--- src/rtl/decode_stage.sv ---
// rtl/decode_stage.sv - registered RV32IM decode stage with handshake and MUL/DIV scoreboard
// Decoded fields are captured into one pipeline register; issue is gated by busy bits of outstanding long ops.
module decode_stage #(
   parameter int DATA_WIDTH        = 32,
   parameter int REGADDR_WIDTH     = 5,
   parameter int INSTRUCTION_WIDTH = 32,
   parameter int RESLT_SELCT_WIDTH = 3
) (
   input  logic                            clk,
   input  logic                            reset,
   input  logic                            instr_valid,
   input  logic [INSTRUCTION_WIDTH-1:0]    instr_in,
   output logic                            instr_ready,
   input  logic                            flush,
   output logic                            out_valid,
   input  logic                            out_ready,
   output logic [REGADDR_WIDTH-1:0]        a_location,
   output logic [REGADDR_WIDTH-1:0]        b_location,
   output logic                            immediateSelect,
   output logic [DATA_WIDTH-1:0]           immediateVal,
   output logic                            unsignedSelect,
   output logic                            subtractEnable,
   output logic [1:0]                      logicOp,
   output logic [REGADDR_WIDTH-1:0]        writeSelect,
   output logic                            writeEnable,
   output logic [RESLT_SELCT_WIDTH-1:0]    resultSelect,
   output logic                            error,
   input  logic                            wb_valid,
   input  logic [REGADDR_WIDTH-1:0]        wb_addr,
   output logic [2**REGADDR_WIDTH-1:0]     busy_vector
);

   localparam int NUM_REGS = 2**REGADDR_WIDTH;

   localparam logic [6:0] OPC_OP_IMM = 7'h13;
   localparam logic [6:0] OPC_OP     = 7'h33;

   localparam logic [RESLT_SELCT_WIDTH-1:0] SEL_ADD   = RESLT_SELCT_WIDTH'(0);
   localparam logic [RESLT_SELCT_WIDTH-1:0] SEL_MUL   = RESLT_SELCT_WIDTH'(1);
   localparam logic [RESLT_SELCT_WIDTH-1:0] SEL_DIV   = RESLT_SELCT_WIDTH'(2);
   localparam logic [RESLT_SELCT_WIDTH-1:0] SEL_REM   = RESLT_SELCT_WIDTH'(3);
   localparam logic [RESLT_SELCT_WIDTH-1:0] SEL_LOGIC = RESLT_SELCT_WIDTH'(4);
   localparam logic [RESLT_SELCT_WIDTH-1:0] SEL_SLT   = RESLT_SELCT_WIDTH'(5);

   localparam logic [1:0] LOP_AND = 2'd0;
   localparam logic [1:0] LOP_OR  = 2'd1;
   localparam logic [1:0] LOP_XOR = 2'd2;

   logic [6:0] opcode;
   logic [2:0] funct3;
   logic [6:0] funct7;
   logic [4:0] rd_f;
   logic [4:0] rs1_f;
   logic [4:0] rs2_f;

   assign opcode = instr_in[6:0];
   assign rd_f   = instr_in[11:7];
   assign funct3 = instr_in[14:12];
   assign rs1_f  = instr_in[19:15];
   assign rs2_f  = instr_in[24:20];
   assign funct7 = instr_in[31:25];

   logic                         d_sup;
   logic                         d_imm;
   logic                         d_uns;
   logic                         d_sub;
   logic [1:0]                   d_lop;
   logic [RESLT_SELCT_WIDTH-1:0] d_rsel;
   logic                         alu_basic;

   // OP-IMM and OP with funct7=0 share one funct3 table for ADD/SLT/SLTU/logic.
   assign alu_basic = (opcode == OPC_OP_IMM) || ((opcode == OPC_OP) && (funct7 == 7'h00));

   always_comb begin
      d_sup  = 1'b0;
      d_imm  = (opcode == OPC_OP_IMM);
      d_uns  = 1'b0;
      d_sub  = 1'b0;
      d_lop  = LOP_AND;
      d_rsel = SEL_ADD;
      if (alu_basic) begin
         case (funct3)
            3'd0: d_sup = 1'b1;
            3'd2: begin d_sup = 1'b1; d_rsel = SEL_SLT; end
            3'd3: begin d_sup = 1'b1; d_rsel = SEL_SLT; d_uns = 1'b1; end
            3'd4: begin d_sup = 1'b1; d_rsel = SEL_LOGIC; d_lop = LOP_XOR; end
            3'd6: begin d_sup = 1'b1; d_rsel = SEL_LOGIC; d_lop = LOP_OR; end
            3'd7: begin d_sup = 1'b1; d_rsel = SEL_LOGIC; d_lop = LOP_AND; end
            default: d_sup = 1'b0;
         endcase
      end else if ((opcode == OPC_OP) && (funct7 == 7'h20)) begin
         if (funct3 == 3'd0) begin
            d_sup = 1'b1;
            d_sub = 1'b1;
         end
      end else if ((opcode == OPC_OP) && (funct7 == 7'h01)) begin
         case (funct3)
            3'd0: begin d_sup = 1'b1; d_rsel = SEL_MUL; end
            3'd4: begin d_sup = 1'b1; d_rsel = SEL_DIV; end
            3'd5: begin d_sup = 1'b1; d_rsel = SEL_DIV; d_uns = 1'b1; end
            3'd6: begin d_sup = 1'b1; d_rsel = SEL_REM; end
            3'd7: begin d_sup = 1'b1; d_rsel = SEL_REM; d_uns = 1'b1; end
            default: d_sup = 1'b0;
         endcase
      end
   end

   logic                held;
   logic [NUM_REGS-1:0] busy;
   logic                hazard;
   logic                fire;
   logic                capture;
   logic [NUM_REGS-1:0] set_mask;
   logic [NUM_REGS-1:0] clr_mask;

   assign busy_vector = busy;

   // Error words carry zeroed register fields, but they must bypass the stall regardless.
   assign hazard = !error &&
                   (busy[a_location] ||
                    (!immediateSelect && busy[b_location]) ||
                    (writeEnable && busy[writeSelect]));

   assign out_valid   = held && !hazard;
   assign fire        = out_valid && out_ready;
   assign instr_ready = !held || fire;
   assign capture     = instr_valid && instr_ready && !flush;

   always_comb begin
      set_mask = '0;
      clr_mask = '0;
      if (fire && writeEnable &&
          ((resultSelect == SEL_MUL) || (resultSelect == SEL_DIV) || (resultSelect == SEL_REM)))
         set_mask[writeSelect] = 1'b1;
      if (wb_valid)
         clr_mask[wb_addr] = 1'b1;
   end

   always_ff @(posedge clk or posedge reset) begin
      if (reset) begin
         held <= 1'b0;
         busy <= '0;
      end else begin
         // Set is applied after clear so a same-register collision leaves the bit set.
         busy <= ((busy & ~clr_mask) | set_mask) & {{(NUM_REGS-1){1'b1}}, 1'b0};
         if (flush)
            held <= 1'b0;
         else if (capture)
            held <= 1'b1;
         else if (fire)
            held <= 1'b0;
      end
   end

   always_ff @(posedge clk or posedge reset) begin
      if (reset) begin
         a_location      <= '0;
         b_location      <= '0;
         immediateSelect <= 1'b0;
         immediateVal    <= '0;
         unsignedSelect  <= 1'b0;
         subtractEnable  <= 1'b0;
         logicOp         <= 2'd0;
         writeSelect     <= '0;
         writeEnable     <= 1'b0;
         resultSelect    <= '0;
         error           <= 1'b0;
      end else if (capture) begin
         a_location      <= d_sup ? REGADDR_WIDTH'(rs1_f) : '0;
         b_location      <= d_sup ? REGADDR_WIDTH'(rs2_f) : '0;
         immediateSelect <= d_sup && d_imm;
         immediateVal    <= d_sup ? {{(DATA_WIDTH-12){instr_in[31]}}, instr_in[31:20]} : '0;
         unsignedSelect  <= d_sup && d_uns;
         subtractEnable  <= d_sup && d_sub;
         logicOp         <= d_sup ? d_lop : 2'd0;
         writeSelect     <= d_sup ? REGADDR_WIDTH'(rd_f) : '0;
         writeEnable     <= d_sup && (rd_f != 5'd0);
         resultSelect    <= d_sup ? d_rsel : SEL_ADD;
         error           <= !d_sup;
      end
   end

endmodule

--- config.mk ---
export PLATFORM = sky130hd
export DESIGN_NAME = decode_stage
export DESIGN_NICKNAME = d
export VERILOG_FILES = /design/src/rtl/decode_stage.sv
export SDC_FILE = /design/constraint.sdc
export NUM_CORES = 1
export LEC_CHECK = 0
export CORE_MARGIN = 4
export CORE_UTILIZATION = 40
export DETAILED_ROUTE_END_ITERATION = 8
export PLACE_DENSITY = 0.71
export SLEW_MARGIN = 20
export SYNTH_ARGS = -nofsm -noshare
export SYNTH_HDL_FRONTEND = slang
export SYNTH_SLANG_ARGS = --single-unit
--- constraint.sdc ---
create_clock -name clk -period 9.6 [get_ports clk]
set_clock_uncertainty 0.2 [all_clocks]
set_input_delay 2.4 -clock clk [delete_from_list [all_inputs] [get_ports clk]]
set_output_delay 2.4 -clock clk [all_outputs]
set_load 0.01 [all_outputs]
; Word level (Yosys, flattened, before mapping)
; Cells that the tools add are included.
[word_totals]
regBits = 89
inputBits = 43
out_inout_bits = 91
elab_cells = 117
[classes]
n_lt_le_gt_ge = 6
n_eq_ne = 13
mux = 41
n_bitwise = 3
reduce_logical = 41
[ops]
columns = operator, n
row1 = $mux 32, 3
row2 = $and 32x32->32, 1
row3 = $not 32->32, 1
row4 = $or 32x32->32, 1
row5 = $lt 5x6->1 const B, 4
row6 = $mux 1, 21
row7 = $logic_and 1x1->1, 18
row8 = $bmux 1 s5, 3
row9 = $mux 5, 3
row10 = $eq 7x6->1 const B, 2
row11 = $eq 3x2->1 const B, 4
row12 = $eq 3x3->1 const B, 4
row13 = $demux 1 s5, 2
row14 = $ge 5x1->1 const B, 2
row15 = $mux 2, 4
row16 = $reduce_or 2->1, 4
row17 = $eq 7x1->1 const B, 1
row18 = $eq 7x5->1 const B, 1
row19 = $logic_not 7->1, 1
row20 = $logic_not 1->1, 6
row21 = $logic_or 1x1->1, 6
row22 = $mux 3, 2
row23 = $pmux 2 s3, 1
row24 = $pmux 3 s2, 1
row25 = 8 further kinds, 8

; Logic depth before layout (Yosys ltp)
; Gate-level depths: netlist of run 1.
[logic_depth]
ltp_word = 14
mapped_depth = 10
mapped_depth_nobuf = 7

; Least setup slack after synthesis of run 1
; Ideal clock, no wire load.
[synth_path]
path_type = input to output
from = in out_ready
to = out instr_ready
t_arrival_ns = 2.776
path_slack_ns = 4.224
stages = 2
cell_sequence = inv_1 o21ai_0
[synth_via]
elab_chain_len = 2
[synth_lines]
columns = element, line
row1 = from (decl), 16  ; input logic out_ready,
row2 = $logic_and 1x1->1, 125  ; assign fire = out_valid && out_ready;
row3 = $logic_or 1x1->1, 126  ; assign instr_ready = !held || fire;
row4 = to (decl), 13  ; output logic instr_ready,
; Every way passes these cells.

; Final worst setup path of run 1
[layout_path]
from = reg writeSelect[1]
to = out instr_ready
[layout_via]
elab_chain_len = 9
[layout_lines]
columns = element, line
row1 = from (decl), 24  ; output logic [REGADDR_WIDTH-1:0] writeSelect,
row2 = from (signal assigned), 176  ; writeSelect <= d_sup ? REGADDR_WIDTH'(rd_f) : '0;
row3 = $bmux 1 s5, 122  ; (writeEnable && busy[writeSelect]));
row4 = $mux 1 (not written as such), 122
row5 = $logic_and 1x1->1, 122
row6 = $logic_or 1x1->1, 121  ; (!immediateSelect && busy[b_location]) ||
row7 = $logic_and 1x1->1, 119  ; assign hazard = !error &&
row8 = $logic_not 1->1, 124  ; assign out_valid = held && !hazard;
row9 = $logic_and 1x1->1, 124
row10 = $logic_and 1x1->1, 125
row11 = $logic_or 1x1->1, 126
; Every way passes these cells. The select of a mux whose other input is x is not followed.

==> results of run 1 <==
==> registers in the layout, summed over array words and instances, names as in the netlist <==
name	count
immediateVal	8
a_location	5
unsignedSelect	1
resultSelect	3
subtractEnable	1
error	1
writeSelect	5
writeEnable	1
immediateSelect	1
logicOp	2
b_location	4
held	1
busy_vector	31
==> final cells by class <==
| class | instances | area (um^2) |
|---|---|---|
| flip-flops and latches | 64 | 1600 |
| clock inverters | 5 | 32.5 |
| fillers | 940 | 4760 |
| repair buffers | 134 | 1340 |
| inverters | 9 | 33.8 |
| well taps | 136 | 170 |
| multi-input cells | 293 | 2340 |
| clock buffers | 11 | 141 |
==> metal layers <==
metal | routed length, um | vias up | track usage (%)
met5 | 0 | - | 0
met4 | 323 | 0 | 8.11
met3 | 925 | 32 | 3.21
met2 | 6630 | 181 | 34.6
met1 | 5790 | 1840 | 30.1
li1 | - | 1728 | -
==> cells in the final DEF (no fill, tap or decap), types with 2 or more instances in the layout <==
| cell | count |
|---|---|
| dfrtp_1 | 64 |
| o21ai_0 | 51 |
| or3b_2 | 3 |
| o21ai_1 | 2 |
| clkinv_4 | 2 |
| buf_4 | 2 |
| nand3b_1 | 12 |
| and2_1 | 2 |
| or3_1 | 2 |
| clkbuf_8 | 10 |
| mux2_1 | 2 |
| a21oi_1 | 8 |
| nor3_1 | 5 |
| nor4b_1 | 3 |
| and3_1 | 5 |
| nor2b_1 | 23 |
| mux2i_1 | 25 |
| a22oi_1 | 2 |
| o41ai_1 | 16 |
| clkinv_2 | 3 |
| nand2_1 | 15 |
| o22ai_1 | 5 |
| a31o_2 | 4 |
| mux4_2 | 14 |
| clkdlybuf4s50_1 | 132 |
| nand3_1 | 17 |
| mux2_4 | 20 |
| inv_1 | 8 |
| nor2_1 | 23 |
| mux2_2 | 4 |
| nand2b_1 | 6 |
==> cells by family (layout without fill, tap and decap cells) <==
group / after synthesis / count (layout) / synth area share (%)
simple gates: 123 / 123 / 16.0
mux: 65 / 65 / 21.6
flops: 64 / 64 / 37.1
compound gates: 104 / 104 / 16.3
other cells: 1 / 1 / 0.0869
buf+inv: 58 / 159 / 8.85
==> synthesized netlist by cell type (all sizes together), types with 5 or more instances <==
cell type / number / area, um^2
o22ai: 5 / 31.3
o21ai: 53 / 265
clkbuf: 9 / 33.8
mux2: 26 / 368
nand2b: 6 / 37.5
nand3b: 12 / 90.1
a21oi: 9 / 45.0
buf: 40 / 314
nor2: 23 / 86.3
nand3: 17 / 85.1
and3: 5 / 31.3
inv: 9 / 33.8
o41ai: 18 / 184
nand2: 16 / 62.6
mux4: 14 / 315
dfrtp: 64 / 1600
mux2i: 25 / 250
nor3: 5 / 25.0
nor2b: 23 / 144
==> stage by stage <==
step / cells / hold slack [ns] / setup WS (ns) / power, mW / instance area (um^2)
final: 652 / 0.298 / 2.94 / 0.537 / 5660
after CTS: 652 / 0.300 / 2.92 / 0.540 / 5650
after detailed placement: 636 / 0.284 / 3.17 / 0.331 / 5480
after global placement: 636 / 0.273 / 3.20 / 0.330 / 5480
after floorplan: 415 / 0.329 / 4.22 / 0.303 / 4310
after global routing: 652 / 0.314 / 2.71 / 0.557 / 5660
==> worst max-delay path by stage <==
stage | endpoint | startpoint | slack (ns)
after floorplan | instr_ready | out_ready | 4.22
after global placement | instr_ready | out_ready | 3.20
after detailed placement | instr_ready | out_ready | 3.17
after CTS | instr_ready | writeSelect[1] | 2.92
after global routing | instr_ready | writeSelect[1] | 2.71
final | instr_ready | writeSelect[1] | 2.94
==> power by group through the flow <==
stage | Combinational, mW | Sequential, mW | Clock [mW]
floorplan | 0.0260 | 0.277 | 0
finish | 0.0535 | 0.272 | 0.211
global route | 0.0579 | 0.273 | 0.226
CTS | 0.0535 | 0.272 | 0.214
detailed placement | 0.0533 | 0.278 | 0
global placement | 0.0526 | 0.278 | 0
==> results.cfg, run 1 <==
[worst_setup_path]
rrSetupSlack_ns = 5.51
start_kind = register
max_stage_delay_ns = 1.03
cp.buffers_inverters = 1
crit_slowest_cell = dfrtp_1
cp_top_family = compound AO/OA/AOI/OAI gates
r2r_end = a_location[3]
worstPathRequired_ns = 7.00
crit_arrival_ns = 4.06
rr_startpoint = writeSelect[1]
path_max_fanout = 33
critPathKind = reg -> out
cp_cell_sequence = mux2i_1 -> o22ai_1 -> a2111o_1 -> o41ai_4 -> a31oi_4 -> o21ai_0 -> clkdlybuf4s50_1
cp-end-kind = output port
r2r_cells = 7
path_depth = 7

[cts]
ctsResizeCount = 0
clk_pin_slew_ns = 0.07
cts_hold_buffers = 0
cts.sinks = 64
h-tree-depth = 3
clockRootBuffer = clkbuf_8
clockBufferDepth = 2
cts_tree = built
post_cts_buffers = 0
insertion_delay_ns = 0.35
cts_buffers = 9

[timing]
fin_crit_sh_pct = 69.4
worstMarginPinSlew_ns = 1.04
period_needed_ns = 6.66
fin_setup_tns_ns = 0
fmax_ghz = 0.150
rsz0062_at_grt = false
slew_headroom_pct = 31.0
hold_viol_final = 0
final_max_slew_viol_count = 0
setup-violations-final = 0

[outcome]
status = complete, no violations

[hold_path]
hold_path.class = reg -> reg
holdPathStages = 1
holdPathEnd = subtractEnable
hp-start = subtractEnable

[floorplan]
io_pins = 134
core_area_um2 = 10400
die-width_um = 112
rows = 37
die_h_um = 112
dieArea_um2 = 12500
initial_core_util_pct = 41.4

[synth]
yosys_most_used_dff = dfrtp_1
synthesis.area_um2 = 4310
netlist_instances = 415
ys_ff_latch = 64
synth_edf_count = 0
synth_nets = 458
synth.avg_cell_area_um2 = 10.4
yosys_warnings = 0
ys_async_sr_fraction_pct = 100
ys_types = 53
ys_seq_area_share_pct = 37.1

[layout]
num_antenna_cells = 0
area_growth_pct = 31.2
drive_gt1_share_pct = 13.4
nets = 554
final_core_util_pct = 54.3

[routing]
routed_wl_mm = 13.7
drc = 0
first_iter_violations = 336
ant_nets = 0
routedWlPerCell_um = 21.0
firstDrtPassIters = 5
via_per_inst = 5.80
num_vias = 3781

[power]
combPwrFrac_pct = 10.0
power.density_nw_per_um2 = 94.9
swShare_pct = 26.0
power.share.clock_pct = 39.3
max-vdd-ir-drop_mv = 0.0472
p_int_mw = 0.398
p_leak_nw = 2.15
p_seq_share_pct = 50.8
power.switching_mw = 0.139

[placed_design]
gp_congestion = 0.922
place_hpwl_mm = 10.0
portBuffers = 132

[grt]
grt_pass1_vias = 3832
track_usage_pct = 21.8
overflow = 0
antenna_found_initial = 0
grt_start_max_net_pins = 65
grt_pass1_wl_mm = 21.8

[job]
maxCapViolations = 0
(Power assumes the default switching activity.)
==> run 2: changes to the inputs <==
PLACE_DENSITY = 0.74   (was 0.71)
clock period = 5.85 ns   (was 9.6 ns; I/O delays follow)
==> run 2 against run 1 <==
Net effect:
- routed wire length increased by 0.67%
- flip-flop and latch count unchanged
- critical path depth increased by 1
- die area unchanged
- final area increased by 0.38%
- global-route usage increased by 0.12 points
- first-iteration DRC count decreased by 8.3%
==> results.cfg, run 2 (synthesis results as in run 1) <==
[timing]
fin_ws_ns = 0.329
slew_headroom_pct = 31.4
worstMarginPinSlew_ns = 1.03
fin_hold_ws_ns = 0.312
final_max_slew_viol_count = 0
period_needed_ns = 5.52
fin_crit_sh_pct = 94.4
fmax_ghz = 0.181
setup-violations-final = 0
rsz0062_at_grt = false
hold_viol_final = 0
fin_setup_tns_ns = 0

[worst_setup_path]
crit_arrival_ns = 3.86
start_kind = register
worstPathRequired_ns = 4.19
path_max_fanout = 33
critPathKind = reg -> out
cp-end-kind = output port

[floorplan]
dieArea_um2 = 12500
core_area_um2 = 10400
die-width_um = 112
die_h_um = 112
rows = 37
io_pins = 134
initial_core_util_pct = 41.4

[placed_design]
place_hpwl_mm = 10.2
portBuffers = 132
gp_congestion = 0.952
dp.cells = 637
pre_cts_ws_ns = 0.720

[power]
p_leak_nw = 2.16
swShare_pct = 24.1
p_seq_share_pct = 48.9
power.switching_mw = 0.220
combPwrFrac_pct = 9.6
power.share.clock_pct = 41.5
max-vdd-ir-drop_mv = 0.0898
power.density_nw_per_um2 = 161
p_int_mw = 0.694

[cts]
cts_hold_buffers = 0
cts_buffers = 9
cts.sinks = 64
clockBufferDepth = 2
cts_tree = built
clockRootBuffer = clkbuf_8
post_cts_buffers = 0
h-tree-depth = 3
clk_pin_slew_ns = 0.07
ctsResizeCount = 0
insertion_delay_ns = 0.34

[routing]
via_per_inst = 5.92
drc = 0
routed_wl_mm = 13.8
first_iter_violations = 308
firstDrtPassIters = 5
routedWlPerCell_um = 21.1
ant_nets = 0
num_vias = 3861

[grt]
grt_pass1_wl_mm = 21.8
overflow = 0
grt_start_max_net_pins = 34
track_usage_pct = 21.9
antenna_found_initial = 0
grt_pass1_vias = 3775

[outcome]
status = complete, no violations

[layout]
fillers = 936
final_core_util_pct = 54.5
area_growth_pct = 31.7
layout_common_cells = clkdlybuf4s50_1, dfrtp_1, o21ai_0, mux2i_1
num_antenna_cells = 0
layout_commonest_cell = clkdlybuf4s50_1
drive_gt1_share_pct = 13.2
nets = 555
largest_reg_flops = 31
layoutNonFillerInstCount = 652

[job]
maxCapViolations = 0

[hold_path]
hold_path.class = reg -> reg
run 2: power groups by stage:
stage	clock network (mW)	logic, mW	registers, mW
finish	0.379	0.0874	0.447
CTS	0.385	0.0875	0.447
floorplan	0	0.0427	0.454
detailed placement	0	0.0871	0.456
global route	0.408	0.0942	0.447
global placement	0	0.0866	0.455
run 2: final timing paths:
kind | startpoint | to | slack [ns] | cells past startpoint
max | writeSelect[1] | instr_ready | 0.33 | 8
min | logicOp[0] | logicOp[0] | 0.31 | 1
max reg2reg | writeSelect[1] | a_location[3] | 1.82 | 7
min reg2reg | logicOp[0] | logicOp[0] | 0.31 | 1
max in group asynchronous | reset | writeEnable | 3.18 | 3
min in group asynchronous | reset | logicOp[1] | 1.35 | 2
run 2: per-layer routing:
metal	global-route usage, %	routed length (um)	vias to the layer above
met5	0	0	-
met1	30.1	5810	1878
met3	4.89	1130	30
met2	34.3	6470	220
met4	7.06	355	0
li1	-	-	1733
run 2: cell type report:
type	count	area [um^2]	area share [%]
Tap cell	136	170	3.00
Clock buffer	12	145	2.56
Timing Repair Buffer	135	1340	23.7
Clock inverter	3	42.5	0.749
Sequential cell	64	1600	28.2
Inverter	9	33.8	0.595
Multi-Input combinational cell	293	2340	41.2
run 2: critical path, cell delays in order (launching register included):
cell,delay [ns]
dfrtp_1,1.02
mux2i_1,0.27
o22ai_1,0.10
a2111o_1,0.46
o41ai_4,0.44
a31oi_4,0.12
buf_4,0.25
o21ai_0,0.25
clkdlybuf4s50_1,0.59
run 2: through the flow:
stage	instance area (um^2)	total power, mW
global route	5680	0.950
detailed placement	5480	0.543
floorplan	4310	0.497
CTS	5670	0.919
global placement	5480	0.542
finish	5680	0.914
==> run 3: changes to the inputs <==
PLACE_DENSITY = 0.73   (was 0.74)
==> run 3 against run 2 <==
Net effect:
- routed wire length grew 1.1%
- critical endpoint unchanged
- die area is the same
- maximum frequency grew 0.15%
- register-to-register slack about the same
- largest power group unchanged
- highest routed layer unchanged
==> results.cfg, run 3 (synthesis results as in run 1) <==
[outcome]
status = complete, no violations

[floorplan]
die-width_um = 112
core_area_um2 = 10400
die_h_um = 112
dieArea_um2 = 12500
initial_core_util_pct = 41.4
rows = 37
io_pins = 134

[hold_path]
hold_path.class = reg -> reg

[worst_setup_path]
crit_slowest_cell = dfrtp_1
rr_startpoint = writeSelect[1]
start_kind = register
critPathLaunch = writeSelect[1]
path_depth = 8
cp_cell_sequence = mux2i_1 -> o22ai_1 -> a2111o_1 -> o41ai_4 -> a31oi_4 -> buf_4 -> o21ai_0 -> clkdlybuf4s50_1
r2r_end = a_location[3]
critPathKind = reg -> out
cp-end-kind = output port
max_stage_delay_ns = 0.98
crit_path_end = instr_ready
cp_top_family = compound AO/OA/AOI/OAI gates
crit_arrival_ns = 3.85
cp.buffers_inverters = 2
rrSetupSlack_ns = 1.82
worstPathRequired_ns = 4.19
r2r_cells = 7
path_max_fanout = 33

[cts]
post_cts_buffers = 0
cts_buffers = 9
ctsResizeCount = 0
cts.sinks = 64
cts_tree = built
cts_hold_buffers = 0
clockRootBuffer = clkbuf_8
h-tree-depth = 3
clockBufferDepth = 2
insertion_delay_ns = 0.34
clk_pin_slew_ns = 0.07

[layout]
layout_common_cells = clkdlybuf4s50_1, dfrtp_1, o21ai_0, mux2i_1
num_antenna_cells = 0
design_area_um2 = 5720
multi_input_area_um2 = 2340
area_growth_pct = 32.6
fillers = 938
ff_latch_area_um2 = 1600
drive_gt1_share_pct = 13.9
layout_commonest_cell = clkdlybuf4s50_1
nets = 556
layoutNonFillerInstCount = 654
largest_reg_flops = 31

[power]
p_seq_share_pct = 46.4
max-vdd-ir-drop_mv = 0.0850
power.share.clock_pct = 44.4
combPwrFrac_pct = 9.2
power.switching_mw = 0.226
p_int_mw = 0.737
power.density_nw_per_um2 = 168
p_leak_nw = 2.18
swShare_pct = 23.4

[timing]
rsz0062_at_grt = false
setup-violations-final = 0
fin_setup_tns_ns = 0
final_max_slew_viol_count = 0
worstMarginPinSlew_ns = 0.976
period_needed_ns = 5.51
fmax_ghz = 0.181
fin_crit_sh_pct = 94.2
slew_headroom_pct = 34.9
hold_viol_final = 0

[placed_design]
place_hpwl_mm = 10.4
dp.cells = 638
portBuffers = 132
placed_area_um2 = 5490
gp_congestion = 0.854

[routing]
routed_wl_mm = 13.9
drc = 0
firstDrtPassIters = 5
first_iter_violations = 308
via_per_inst = 5.92
routedWlPerCell_um = 21.3
num_vias = 3870
ant_nets = 0

[grt]
grt_pass1_wl_mm = 21.6
antenna_found_initial = 0
grt_pass1_vias = 3854
grt_start_max_net_pins = 42
track_usage_pct = 21.7
overflow = 0

[job]
maxCapViolations = 0
## run 3: worst min-delay path by stage
stage,start,to,slack [ns],cells after the start
finish,subtractEnable,subtractEnable,0.31,1
global route,subtractEnable,subtractEnable,0.31,1
CTS,subtractEnable,subtractEnable,0.31,1
detailed placement,subtractEnable,subtractEnable,0.29,1
global placement,subtractEnable,subtractEnable,0.28,1
floorplan,subtractEnable,subtractEnable,0.33,1
## run 3: layout make-up
cell class | instances | area share, %
well taps | 136 | 2.98
clock buffers | 10 | 2.41
flip-flops and latches | 64 | 28.0
repair buffers | 136 | 23.6
inverters | 9 | 0.591
multi-input cells | 293 | 40.9
clock inverters | 6 | 1.44
## run 3: metrics by stage
stage | hold slack [ns] | power [mW] | util [%] | setup WS, ns
floorplan | 0.329 | 0.497 | - | 1.87
global placement | 0.277 | 0.542 | 52.7 | 0.761
detailed placement | 0.288 | 0.543 | 52.7 | 0.720
CTS | 0.306 | 0.976 | 54.8 | 0.331
global route | 0.314 | 1.00 | 54.9 | 0.111
finish | 0.306 | 0.963 | 54.9 | 0.338
## run 3: power groups by stage
stage,clock network (mW),logic [mW],registers [mW]
CTS,0.441,0.0882,0.447
global route,0.459,0.0951,0.447
floorplan,0,0.0427,0.454
global placement,0,0.0864,0.455
detailed placement,0,0.0878,0.456
finish,0.427,0.0883,0.447
## run 3: layer usage
| metal | part of all wire (%) | wire (um) | track usage [%] | vias up |
|---|---|---|---|---|
| met3 | 7.1 | 981 | 3.42 | 30 |
| met2 | 48 | 6680 | 34.7 | 193 |
| li1 | - | - | - | 1731 |
| met5 | 0 | 0 | 0 | - |
| met4 | 2.3 | 313 | 7.79 | 0 |
| met1 | 43 | 5940 | 29.7 | 1916 |
